## config.mk

```make
export PLATFORM = sky130hd
export DESIGN_NAME = pc_sequencer
export DESIGN_NICKNAME = d
export VERILOG_FILES = /design/src/rtl/aardvark_pkg.sv /design/src/rtl/pc_ras.sv /design/src/rtl/pc_sequencer.sv
export SDC_FILE = /design/constraint.sdc
export NUM_CORES = 1
export LEC_CHECK = 0
export ABC_AREA = 1
export BUFFER_PORTS_ARGS = -buffer_cell sky130_fd_sc_hd__buf_2
export CORE_MARGIN = 2
export CORE_UTILIZATION = 50
export CTS_CLUSTER_SIZE = 40
export DETAILED_ROUTE_END_ITERATION = 16
export PLACE_DENSITY_LB_ADDON = 0.25
export SYNTH_ARGS = -nofsm -noshare
export SYNTH_HDL_FRONTEND = slang
export SYNTH_SLANG_ARGS = --single-unit
```

## constraint.sdc

```tcl
create_clock -name clk_i -period 2.21 [get_ports clk_i]
set_clock_uncertainty 0.1 [all_clocks]
set_input_delay 0.3315 -clock clk_i [delete_from_list [all_inputs] [get_ports clk_i]]
set_output_delay 0.3315 -clock clk_i [all_outputs]
set_load 0.05 [all_outputs]
```

## src/rtl/aardvark_pkg.sv

```systemverilog
// Shared codes for the fetch sequencer: redirect kinds and FSM state encoding.
package aardvark_pkg;

  typedef enum logic [1:0] {
    REDIR_BRANCH = 2'd0,
    REDIR_JUMP   = 2'd1,
    REDIR_JAL    = 2'd2,
    REDIR_JR     = 2'd3
  } redir_kind_e;

  typedef enum logic [1:0] {
    StIdle   = 2'd0,
    StReq    = 2'd1,
    StHold   = 2'd2,
    StHalted = 2'd3
  } seq_state_e;

endpackage

```

## src/rtl/pc_ras.sv

```systemverilog
// Circular return-address stack; a push when full silently overwrites the oldest entry.
module pc_ras #(
  parameter int unsigned DEPTH = 4,
  parameter int unsigned WIDTH = 8
) (
  input  logic             clk_i,
  input  logic             rst_ni,
  input  logic             push_i,
  input  logic             pop_i,
  input  logic [WIDTH-1:0] data_i,
  output logic [WIDTH-1:0] top_o,
  output logic             empty_o
);

  localparam int unsigned PtrW = $clog2(DEPTH);
  localparam int unsigned CntW = $clog2(DEPTH + 1);
  localparam logic [CntW-1:0] CntMax = CntW'(DEPTH);

  logic [WIDTH-1:0] mem_q [DEPTH];
  logic [PtrW-1:0]  ptr_q, ptr_d;
  logic [CntW-1:0]  cnt_q, cnt_d;
  logic [PtrW-1:0]  top_idx;

  // ptr_q is the next free slot; wrapping it is what recycles the oldest entry.
  assign top_idx = ptr_q - PtrW'(1);
  assign top_o   = mem_q[top_idx];
  assign empty_o = (cnt_q == '0);

  always_comb begin
    ptr_d = ptr_q;
    cnt_d = cnt_q;
    if (push_i) begin
      ptr_d = ptr_q + PtrW'(1);
      if (cnt_q != CntMax) cnt_d = cnt_q + CntW'(1);
    end else if (pop_i && !empty_o) begin
      ptr_d = top_idx;
      cnt_d = cnt_q - CntW'(1);
    end
  end

  always_ff @(posedge clk_i or negedge rst_ni) begin
    if (!rst_ni) begin
      ptr_q <= '0;
      cnt_q <= '0;
      for (int i = 0; i < int'(DEPTH); i++) mem_q[i] <= '0;
    end else begin
      ptr_q <= ptr_d;
      cnt_q <= cnt_d;
      if (push_i) mem_q[ptr_q] <= data_i;
    end
  end

endmodule

```

## src/rtl/pc_sequencer.sv

```systemverilog
// Fetch / next-PC sequencer: owns the PC, fetches over req/ack, hands words to decode.
// Optional return-address stack enabled by defining PC_RAS_EN.
module pc_sequencer
  import aardvark_pkg::*;
#(
  parameter int unsigned ADDR_W    = 8,
  parameter int unsigned INST_W    = 8,
  parameter int unsigned RESET_PC  = 0,
  parameter int unsigned RAS_DEPTH = 4
) (
  input  logic              clk_i,
  input  logic              rst_ni,
  output logic              imem_req_o,
  output logic [ADDR_W-1:0] imem_addr_o,
  input  logic              imem_ack_i,
  input  logic [INST_W-1:0] imem_rdata_i,
  output logic              inst_valid_o,
  input  logic              inst_ready_i,
  output logic [INST_W-1:0] inst_out_o,
  output logic [ADDR_W-1:0] inst_pc_o,
  input  logic              redir_valid_i,
  input  logic [1:0]        redir_kind_i,
  input  logic [ADDR_W-1:0] redir_offset_i,
  input  logic [ADDR_W-1:0] redir_reg_i,
  output logic              link_we_o,
  output logic [ADDR_W-1:0] link_addr_o,
  input  logic              halt_i,
  output logic              halted_o
);

  localparam logic [ADDR_W-1:0] ResetPc = ADDR_W'(RESET_PC);

  seq_state_e        state_q, state_d;
  logic [ADDR_W-1:0] pc_q, pc_d;
  logic [INST_W-1:0] inst_q, inst_d;
  logic [ADDR_W-1:0] inst_pc_q, inst_pc_d;
  logic              link_we_q, link_we_d;
  logic [ADDR_W-1:0] link_addr_q, link_addr_d;

  redir_kind_e       kind;
  logic              xfer;
  logic              redir;
  logic [ADDR_W-1:0] seq_pc;
  logic [ADDR_W-1:0] next_pc;
  logic [ADDR_W-1:0] jr_target;

  assign kind   = redir_kind_e'(redir_kind_i);
  assign xfer   = (state_q == StHold) && inst_ready_i;
  assign redir  = xfer && redir_valid_i;
  assign seq_pc = inst_pc_q + ADDR_W'(1);

`ifdef PC_RAS_EN
  logic              ras_push;
  logic              ras_pop;
  logic              ras_empty;
  logic [ADDR_W-1:0] ras_top;

  assign ras_push = redir && (kind == REDIR_JAL);
  assign ras_pop  = redir && (kind == REDIR_JR);

  pc_ras #(
    .DEPTH (RAS_DEPTH),
    .WIDTH (ADDR_W)
  ) u_ras (
    .clk_i   (clk_i),
    .rst_ni  (rst_ni),
    .push_i  (ras_push),
    .pop_i   (ras_pop),
    .data_i  (seq_pc),
    .top_o   (ras_top),
    .empty_o (ras_empty)
  );

  assign jr_target = ras_empty ? redir_reg_i : ras_top;
`else
  assign jr_target = redir_reg_i;
`endif

  always_comb begin
    next_pc = seq_pc;
    if (redir_valid_i) begin
      unique case (kind)
        REDIR_BRANCH, REDIR_JUMP, REDIR_JAL: next_pc = inst_pc_q + redir_offset_i;
        REDIR_JR:                            next_pc = jr_target;
        default:                             next_pc = seq_pc;
      endcase
    end
  end

  always_comb begin
    state_d     = state_q;
    pc_d        = pc_q;
    inst_d      = inst_q;
    inst_pc_d   = inst_pc_q;
    link_we_d   = 1'b0;
    link_addr_d = link_addr_q;
    unique case (state_q)
      StIdle: state_d = halt_i ? StHalted : StReq;
      StReq: begin
        if (imem_ack_i) begin
          // A halt here drops the fetched word; the same pc is refetched on release.
          if (halt_i) begin
            state_d = StHalted;
          end else begin
            inst_d    = imem_rdata_i;
            inst_pc_d = pc_q;
            state_d   = StHold;
          end
        end
      end
      StHold: begin
        if (xfer) begin
          pc_d    = next_pc;
          state_d = StReq;
          if (redir && (kind == REDIR_JAL)) begin
            link_we_d   = 1'b1;
            link_addr_d = seq_pc;
          end
        end
        if (halt_i) state_d = StHalted;
      end
      StHalted: if (!halt_i) state_d = StReq;
      default:  state_d = StIdle;
    endcase
  end

  always_ff @(posedge clk_i or negedge rst_ni) begin
    if (!rst_ni) begin
      state_q     <= StIdle;
      pc_q        <= ResetPc;
      inst_q      <= '0;
      inst_pc_q   <= '0;
      link_we_q   <= 1'b0;
      link_addr_q <= '0;
    end else begin
      state_q     <= state_d;
      pc_q        <= pc_d;
      inst_q      <= inst_d;
      inst_pc_q   <= inst_pc_d;
      link_we_q   <= link_we_d;
      link_addr_q <= link_addr_d;
    end
  end

  assign imem_req_o   = (state_q == StReq);
  assign imem_addr_o  = pc_q;
  assign inst_valid_o = (state_q == StHold);
  assign inst_out_o   = inst_q;
  assign inst_pc_o    = inst_pc_q;
  assign link_we_o    = link_we_q;
  assign link_addr_o  = link_addr_q;
  assign halted_o     = (state_q == StHalted);

endmodule

```

==> results.tsv <==
stage	metric	value	unit
outcome	status	finished clean	
floorplanning	die_x	68.6	um
grt	grt_usage	20.8	%
cts	cts-buffers-inserted	5	
critical_path	arrival	2.03	ns
cts	clock-sinks	35	
placement	gp_congestion	0.781	
floorplanning	fp.dieH	68.6	um
flow_run	max_cap_violations	0	
synthesis	synth_common_cells	98 x nand2_1, 39 x inv_1, 35 x dfrtp_1, 16 x nand3_1, 16 x nor2_1	
cts	postCtsHoldBufs	0	
power	pwr-share-comb	58.8	%
floorplanning	initial_core_util	52.1	%
synthesis	synthesis.nets	318	
cts	post_cts_buffers	0	
sta	finalSetupViolations	0	
power	p_leak	1.54	nW
synthesis	synth.area.top_cells	dfrtp_1 42%, nand2_1 18%, inv_1 7.0%	
sta	worst_pin_slew	0.783	ns
critical_path	crit_required	2.32	ns
cts	clk_latency	0.29	ns
drt	ant_nets	0	
placement	pre_cts_ws	0.309	ns
grt	grt_max_degree	36	
synthesis	avgSynthCellArea	7.53	um2
critical_path	end_kind	flop	
critical_path	path_delay_family	adder cells	
sta	rsz0062_at_grt	no	
power	p_sw	2.32	mW
critical_path	crit_path_max_incr_delay	0.46	ns
drt	drtPass1Iterations	4	
power	irDropWorstVdd	993	uV
floorplanning	rows	23	
grt	grt_antenna_before_repair	0	
final_layout	antenna_cells	0	
sta	max_freq	522	MHz
final_layout	fillers	370	
sta	slew_viol_final	0	
synthesis	ys_types	37	
cts	cts_tree	built	
sta	fin_crit_sh	86.7	%
final_layout	drive_above_1_share	26.7	%
critical_path	critPathLaunchType	flop	
critical_path	crit_top_cell	inv_1	
drt	vias	1927	
cts	clk_pin_slew_worst_paths	0.07	ns
grt	gr-total-overflow	0	
grt	grt_pass1_vias	1642	
min_path	min_path_type	input pin to asynchronous set/reset pin	
floorplanning	core-area	4000	um2
drt	avgRoutedWirePerCell	11.7	um
power	powerDensity	1670	nW/um2
critical_path	critPathLaunch	inst_pc_o[0]	
power	intPower	1.96	mW
synthesis	ys_ff_latch	35	
sta	hold_viol	0	
floorplanning	ios	68	
final_layout	seq_area	876	um2
sta	min_period	1.92	ns
cts	h-tree-depth	2	
synthesis	yosysWarningCount	0	
synthesis	netlist_area	2080	um2
final_layout	area_growth	23.2	%
sta	setup_tns	0	ns
cts	cts_resized	0	
sta	layout_setup_ws	0.294	ns
final_layout	multi_input_area	991	um2
cts	cts_root_buf	clkbuf_8	
critical_path	worstPathMaxFanout	7	
synthesis	yosysSeqAreaShare	42.0	%
critical_path	cpMaxStageDelayCell	dfrtp_1	
synthesis	yosys.area.top_type	dfrtp_1	
synthesis	yosysTopAreaCellShare	42.0	%
drt	drc	0	
synthesis	synth-edff-count	0	
synthesis	synthArstFlopShare	100	%
critical_path	timing.rr.start	inst_pc_o[0]	
power	clock_power_share	14.0	%
cts	ctsLongestPathBuffers	2	
drt	drtIter0Drc	109	
power	p_sw_share	54.1	%
critical_path	worst-path-buf-inv	2	
drt	totalWireLength	4650	um
synthesis	synth_most_common_cell	nand2_1	
synthesis	ys.flop_type	dfrtp_1	
placement	port_buffers	67	
critical_path	crit_chain	ha_1 > inv_1 > fa_1 > inv_1 > a21oi_1 > or2_1 > nand3_1 > nand2_1 > a21boi_0	
critical_path	path_class	flop to flop	
drt	via_per_inst	4.84	
sta	relSlewSlack	47.8	%
grt	grt_first_pass_wirelength	7130	um
floorplanning	die_area	4700	um2
final_layout	fin_nets	388	
placement	dp.final_hpwl	3600	um
synthesis	syn_inst	277	
power	p_seq_share	27.2	%
[final cells by class]
cell class                      count  area share [%]
Clock buffer                        6            3.21
Tap cell                           50            2.44
Timing Repair Buffer               69            13.6
Inverter                           43            6.67
Sequential cell                    35            34.1
Multi-Input combinational cell    193            38.6
Clock inverter                      2            1.36
[metal layers]
layer  track usage, %  share of wire, %
met2             33.3                47
met1             27.8                46
met5                0                 0
met3             3.90               5.5
met4             8.25               1.6
[state kept, by name (all words and copies together), names as in the netlist]
| name | cells |
|---|---|
| link_we_o | 1 |
| inst_out_o | 8 |
| state_q | 2 |
| inst_pc_o | 8 |
| link_addr_o | 8 |
| imem_addr_o | 8 |
[final timing paths]
kind	depth (start not counted)	to	slack, ns
min in group clk_i	3	inst_out_o[0]	0.13
max reg2reg	9	imem_addr_o[4]	0.29
max	9	imem_addr_o[4]	0.29
max in group asynchronous	1	inst_pc_o[3]	1.50
min	1	imem_addr_o[1]	0.02
min reg2reg	2	link_addr_o[4]	0.38
[power groups by stage]
stage / clock [mW] / combinational, mW / sequential, mW
3_5_place_dp: 0 / 2.53 / 1.18
4_1_cts: 0.611 / 2.53 / 1.17
2_1_floorplan: 0 / 1.01 / 2.10
3_3_place_gp: 0 / 2.49 / 1.17
6_report: 0.599 / 2.51 / 1.16
5_1_grt: 0.633 / 2.74 / 1.21
[through the flow]
stage	cell area, um2	power, mW	util (%)	hold slack (ns)	instances
2_1_floorplan	2080	3.11	-	-0.0641	277
3_5_place_dp	2450	3.70	61.3	0.359	390
6_report	2570	4.28	64.2	0.0224	398
5_1_grt	2570	4.57	64.2	0.0951	398
4_1_cts	2570	4.31	64.2	0.0458	398
3_3_place_gp	2450	3.65	61.3	0.351	390
[cells in the final DEF, fill, tap and decap left out, drive strengths merged, types with 2 or more instances in the layout]
cell,count
nand2,100
buf,69
inv,42
dfrtp,35
nor2,19
nand3,19
o21ai,17
a21oi,8
ha,8
clkbuf,6
xor2,3
or2,3
a21boi,3
a31oi,2
xnor2,2
clkinv,2
[kinds of logic (layout without fill, tap and decap cells)]
group | after synthesis | count (layout) | share of synthesized area [%]
DFF | 35 | 35 | 42.0
adders and majority gates | 9 | 9 | 5.76
xor gates and xnor gates | 5 | 5 | 2.10
and+or+nand+nor | 144 | 144 | 29.8
AOI/OAI and AO/OA | 35 | 35 | 9.84
buffers and inverters | 49 | 120 | 10.4
[worst register-to-register path, stage by stage (launching register included)]
cell and delay (ns):
dfrtp_1 0.46, ha_1 0.21, inv_1 0.05, fa_1 0.39, inv_1 0.09, a21oi_1 0.07
or2_1 0.21, nand3_1 0.07, nand2_1 0.05, a21boi_0 0.13
No activity file was read; power rests on OpenSTA's default activity.
